**config.mk**
```make
export PLATFORM = sky130hd
export DESIGN_NAME = pid_error_stage
export DESIGN_NICKNAME = d
export VERILOG_FILES = /design/src/rtl/pid_error_stage.sv
export SDC_FILE = /design/constraint.sdc
export NUM_CORES = 1
export LEC_CHECK = 0
export BUFFER_PORTS_ARGS = -buffer_cell sky130_fd_sc_hd__buf_2
export CORE_MARGIN = 2
export CORE_UTILIZATION = 35
export DETAILED_ROUTE_END_ITERATION = 12
export MAX_ROUTING_LAYER = met4
export PLACE_DENSITY = 0.64
export SLEW_MARGIN = 20
export SYNTH_ARGS = -nofsm -noshare
export SYNTH_HDL_FRONTEND = slang
export SYNTH_SLANG_ARGS = --single-unit
export TNS_END_PERCENT = 50
```
**constraint.sdc**
```tcl
create_clock -name clk -period 4.5 [get_ports clk]
set_input_delay 0.225 -clock clk [delete_from_list [all_inputs] [get_ports clk]]
set_output_delay 0.225 -clock clk [all_outputs]
set_load 0.02 [all_outputs]
```
**src/rtl/pid_error_stage.sv**
```systemverilog
// PID front end: latches a setpoint/feedback pair and produces the saturated
// error, its clamped running integral and its saturated first difference.
module pid_error_stage #(
  parameter logic signed [15:0] I_LIMIT = 16'sd16383
) (
  input  logic               clk,
  input  logic               rst,
  input  logic               in_valid,
  output logic               in_ready,
  input  logic signed [15:0] setpoint,
  input  logic signed [15:0] feedback,
  input  logic               clr_int,
  output logic               out_valid,
  input  logic               out_ready,
  output logic signed [15:0] err,
  output logic signed [15:0] err_int,
  output logic signed [15:0] err_diff
);

  typedef enum logic [1:0] {
    IDLE = 2'd0,
    SUB  = 2'd1,
    ACC  = 2'd2,
    OUT  = 2'd3
  } state_t;

  state_t state;

  logic signed [15:0] sp_reg;
  logic signed [15:0] fb_reg;
  logic signed [15:0] prev_err;

  logic signed [16:0] diff_wide;
  logic signed [16:0] sum_wide;
  logic signed [16:0] delta_wide;

  localparam logic signed [16:0] LIM_HI = {I_LIMIT[15], I_LIMIT};
  localparam logic signed [16:0] LIM_LO = -LIM_HI;

  // A 17-bit result overflows 16 bits exactly when its top two bits differ.
  function automatic logic signed [15:0] sat16(input logic signed [16:0] v);
    if (v[16] != v[15]) begin
      return v[16] ? 16'sh8000 : 16'sh7FFF;
    end
    return v[15:0];
  endfunction

  assign diff_wide  = $signed({sp_reg[15], sp_reg}) - $signed({fb_reg[15], fb_reg});
  assign sum_wide   = $signed({err_int[15], err_int}) + $signed({err[15], err});
  assign delta_wide = $signed({err[15], err}) - $signed({prev_err[15], prev_err});

  assign in_ready = (state == IDLE) && !rst;

  always_ff @(posedge clk) begin
    if (rst) begin
      state     <= IDLE;
      sp_reg    <= '0;
      fb_reg    <= '0;
      prev_err  <= '0;
      err       <= '0;
      err_int   <= '0;
      err_diff  <= '0;
      out_valid <= 1'b0;
    end else begin
      case (state)
        IDLE: begin
          // A clear coinciding with a transfer lands first, so the new
          // sample accumulates from zero.
          if (clr_int) begin
            err_int  <= '0;
            prev_err <= '0;
          end
          if (in_valid) begin
            sp_reg <= setpoint;
            fb_reg <= feedback;
            state  <= SUB;
          end
        end
        SUB: begin
          err   <= sat16(diff_wide);
          state <= ACC;
        end
        ACC: begin
          if (sum_wide > LIM_HI) begin
            err_int <= I_LIMIT;
          end else if (sum_wide < LIM_LO) begin
            err_int <= -I_LIMIT;
          end else begin
            err_int <= sum_wide[15:0];
          end
          err_diff  <= sat16(delta_wide);
          prev_err  <= err;
          out_valid <= 1'b1;
          state     <= OUT;
        end
        OUT: begin
          if (out_ready) begin
            out_valid <= 1'b0;
            state     <= IDLE;
          end
        end
        default: begin
          out_valid <= 1'b0;
          state     <= IDLE;
        end
      endcase
    end
  end

endmodule
```
### Word level (Yosys, flattened, before mapping)

Index checks and enable logic that the tools add are counted.

* bits in registers: 99
* input bits: 37
* output and inout port bits: 50
* word-level logic and storage cells: 52

* $add $sub $neg: 3
* order comparisons: 2
* equality and inequality tests: 8
* multiplexer cells: 22
* reduce and logical (&&, ||, !) cells: 9

Operator list (count)
* $mux 16: 9
* $pmux 16 s2: 2
* $sub 16x16->17: 2
* $add 16x16->17: 1
* $gt 17x15->1 const B: 1
* $lt 17x15->1 const B: 1
* $pmux 2 s4: 1
* $reduce_and 2->1: 4
* $mux 1: 7
* $ne 2x2->1 const B: 3
* $eq 2x2->1 const B: 2
* $mux 2: 2
* $reduce_bool 2->1: 2
* $eq 2x1->1 const B: 1
* $logic_not 2->1: 1
* $ne 1x1->1: 2
* $pmux 1 s2: 1
* $logic_and 1x1->1: 1
* $logic_not 1->1: 1

### Depth between registers and ports, before layout

* word-level depth: 6
* gate-level depth with buffers: 13
* mapped depth without buffers: 12

### Worst setup path after synthesis

Ideal clock, no wire load.

* kind: register to register
* start: register err[0]
* end: register err_int[10]
* setup time: 0.122 ns
* arrival: 3.178 ns
* data required time: 4.378 ns
* setup slack: 1.200 ns
* cell stages (with the launch flop): 11
* path buffers: 0
* path through: dfxtp_1 > ha_1 > inv_1 > fa_1 > xor2_1 > nor4bb_1 > or4b_1 > or4_4 > nor4_4 > nor2_2 > a221o_1

* word-level cells in the longest chain between the ends: 5

RTL lines
* start, declared: line 15 `output logic signed [15:0] err,`
* start signal, assigned: line 80 `err <= sat16(diff_wide);`
* $add 16x16->17 (*): line 49 `assign sum_wide = $signed({err_int[15], err_int}) + $signed({err[15], err});`
* $lt 17x15->1: line 86 `end else if (sum_wide < LIM_LO) begin`
* $mux 16: line 86
* $mux 16 (*): line 84 `if (sum_wide > LIM_HI) begin`
* $pmux 16 s2 (*): line 65 `case (state)`
* end signal, assigned: line 87 `err_int <= -I_LIMIT;`
* end signal, assigned: line 89 `err_int <= sum_wide[15:0];`
* end, declared: line 16 `output logic signed [15:0] err_int,`

Every way passes the cells marked *; elsewhere a longest branch is shown, timed or not.
A chain may end at the register's enable or synchronous reset.

### Final worst setup path

* start: register err[0]
* end: register err_int[9]

Same word-level chain as after synthesis.

==> impl_metrics.csv <==
group,metric,value,unit
outcome,status,"finished, final reports clean",
sta,skew,0.008627,ns
clock_network,post_cts_resized,0,
logic_synthesis,synth.area.top_cells,"dfxtp_1, ha_1, a21oi_1",
cells_and_area,num-nets-final,963,
global_route,grt_max_degree,75,
power,ir_drop,818.3,µV
sta,finalSetupViolations,0,
clock_network,cts.reportedPaths.clkPinSlew,0.07,ns
cells_and_area,num-fill-cells,1897,
drt,drc,0,
drt,via_per_inst,5.275,
power,p_leak,3.119,nW
sta,finalMaxSlewViolations,0,
global_route,grt_pass1_wl,27750,µm
floorplan,die_width,139.6,µm
setup_path,cp.arrival,4.08,ns
logic_synthesis,synthCells,798,
drt,wire_per_inst,14.83,µm
sta,fin_crit,3.779,ns
floorplan,rows,49,
sta,hold_viol,0,
logic_synthesis,netlist_area,6434,µm²
logic_synthesis,synth_edf_count,0,
logic_synthesis,avgSynthCellArea,8.062,µm²
logic_synthesis,synthArstFlopShare,0,%
drt,final_antenna_net_count,0,
drt,wl,16390,µm
cells_and_area,layout_common_cells,"dfxtp_1, nand2_1, buf_2",
power,p_total,0.006297,W
cells_and_area,final_common_cell,"dfxtp_1",
clock_network,cts_root_buffer,"clkbuf_16",
placement,port_buffers,86,
floorplan,dieArea,19480,µm²
cells_and_area,final_cells,1105,
placement,routabilityCongestion,0.9349,
clock_network,cts_sinks,99,
global_route,groute.usage.overall,17.84,%
drt,vias,5829,
global_route,antenna_found_initial,0,
setup_path,start_kind,"flip-flop",
placement,placed_cells,1089,
logic_synthesis,syn_nets,890,
setup_path,cp.required,4.80,ns
drt,drtPass1Iterations,5,
cells_and_area,drive_gt1_share,17.01,%
min_path,min_from,"feedback[15]",
sta,worst_pin_slew,0.9267,ns
setup_path,end_kind,"flip-flop",
logic_synthesis,yosys_warnings,0,
clock_network,htreeDepth,3,
clock_network,cts_tree,"built",
floorplan,die_h,139.6,µm
logic_synthesis,synth_flop_cell,"dfxtp_1",
clock_network,holdBufCountCts,0,
min_path,hold_path.class,"input pin to flip-flop",
logic_synthesis,synth_top_area_share,30.81,%
sta,rsz0062_at_grt,"false",
job,maxCapViolCount,0,
global_route,grt_overflow_total,0,
setup_path,worstSetupPathType,"flip-flop to flip-flop",
placement,dp_hpwl,12560,µm
cells_and_area,area_growth,14.74,%
power,powerDensity,853.0,nW/µm²
floorplan,ios,87,
sta,fin_setup_tns,0,ns
cells_and_area,final_util,40.96,%
clock_network,post-cts-setup-buffers,0,
clock_network,clk_path_buf_depth,2,
logic_synthesis,ys_ff_latch,99,
drt,drtIter0Drc,375,
clock_network,clock_latency,0.36,ns
sta,timing.final.crit_share,83.99,%
clock_network,cts_buffers,9,
logic_synthesis,synth_largest_area_cell,"dfxtp_1",
sta,timing.fmax,264.6,MHz
logic_synthesis,seq_area_frac_synth,30.81,%
floorplan,core,18020,µm²
setup_path,setup.worst_path.start,"err[0]",
sta,relSlewSlack,38.22,%
setup_path,path_max_fanout,10,
global_route,grt_pass1_vias,5582,
logic_synthesis,synth.distinct_cells,69,
floorplan,initial_core_util,35.69,%
cells_and_area,diodes,0,
setup_path,reg2reg_from,"err[0]",
per-stage QoR:
step / hold WS (ns) / setup slack (ns) / cell area (µm²)
6_report: 0.1025 / 0.7206 / 7382
5_1_grt: 0.09924 / 0.3330 / 7382
4_1_cts: 0.09353 / 0.7718 / 7375
3_5_place_dp: 0.4494 / 0.7968 / 7079
3_3_place_gp: 0.4458 / 0.8423 / 7079
2_1_floorplan: 0.3610 / 1.200 / 6434
kinds of logic (layout without fill, tap and decap cells):
family	Yosys count	after routing	share of synthesized area [%]
buffers and inverters	92	170	5.873
XOR/XNOR	31	31	4.220
flip-flops	99	99	30.81
AND/OR/NAND/NOR	251	251	18.16
AO/OA/AOI/OAI	251	251	26.94
adder cells (fa/ha/maj)	68	68	13.07
multiplexers	6	6	0.9335
Yosys cell counts, drive strengths merged (3+ instances only):
cell type / n
nor2: 79
and4: 3
maj3: 13
nor4: 3
o21bai: 8
a21o: 6
xnor2: 15
o41ai: 4
o211ai: 3
a221o: 8
o31a: 7
mux2i: 6
a22oi: 16
a311oi: 6
xor2: 16
or2: 4
nor2b: 11
dfxtp: 99
nor3: 18
o221a: 13
inv: 55
nand2: 93
buf: 9
and2: 6
clkbuf: 27
a31oi: 6
a311o: 3
a21oi: 82
o311ai: 3
and3: 4
o21ai: 43
nand2b: 7
nand3: 6
a211oi: 15
or3: 6
fa: 3
ha: 52
a211o: 5
o21a: 10
final timing paths:
check / end / slack, ns / cells after the start
worst min-delay path: fb_reg[15] / 0.10 / 3
worst max-delay path: err_int[9] / 0.72 / 13
worst max register to register: err_int[9] / 0.72 / 13
worst min register to register: fb_reg[3] / 0.46 / 2
routing by layer:
| metal | share of wire (%) | GRT usage (%) | up-vias |
|---|---|---|---|
| li1 | - | - | 3021 |
| met1 | 48 | 22.75 | 2643 |
| met3 | 4.4 | 3.407 | 23 |
| met5 | 0 | - | - |
| met4 | 2.6 | 5.895 | 0 |
| met2 | 45 | 28.56 | 142 |
power breakdown:
part	switching (W)	internal [W]	leakage, nW
Clock	0.000352	0.000431	0.135
Sequential	0.000232	0.00111	0.808
Combinational	0.00242	0.00175	2.18
Total	0.00301	0.00329	3.12
final cells by class:
class / count / area, µm² / share of cell area, %
clock buffer: 10 / 229.0 / 3.102
inverter: 55 / 206.4 / 2.797
clock inverter: 6 / 66.31 / 0.8983
timing repair buffer: 99 / 528.0 / 7.153
sequential: 99 / 1982 / 26.85
multi-input combinational: 607 / 4084 / 55.32
tap: 229 / 286.5 / 3.881
critical path, cell delays in order (launching register included):
cell and delay (ns):
dfxtp_1 0.40, ha_1 0.23, inv_1 0.07, fa_1 0.39, nor2b_1 0.16, o31a_1 0.22, o31ai_1 0.16, o211ai_1 0.63
nor3_1 0.12, a311o_1 0.34, a31o_2 0.24, nor3b_2 0.39, buf_4 0.24, a221o_1 0.11
Note: power is estimated with default switching activity, not from simulation.
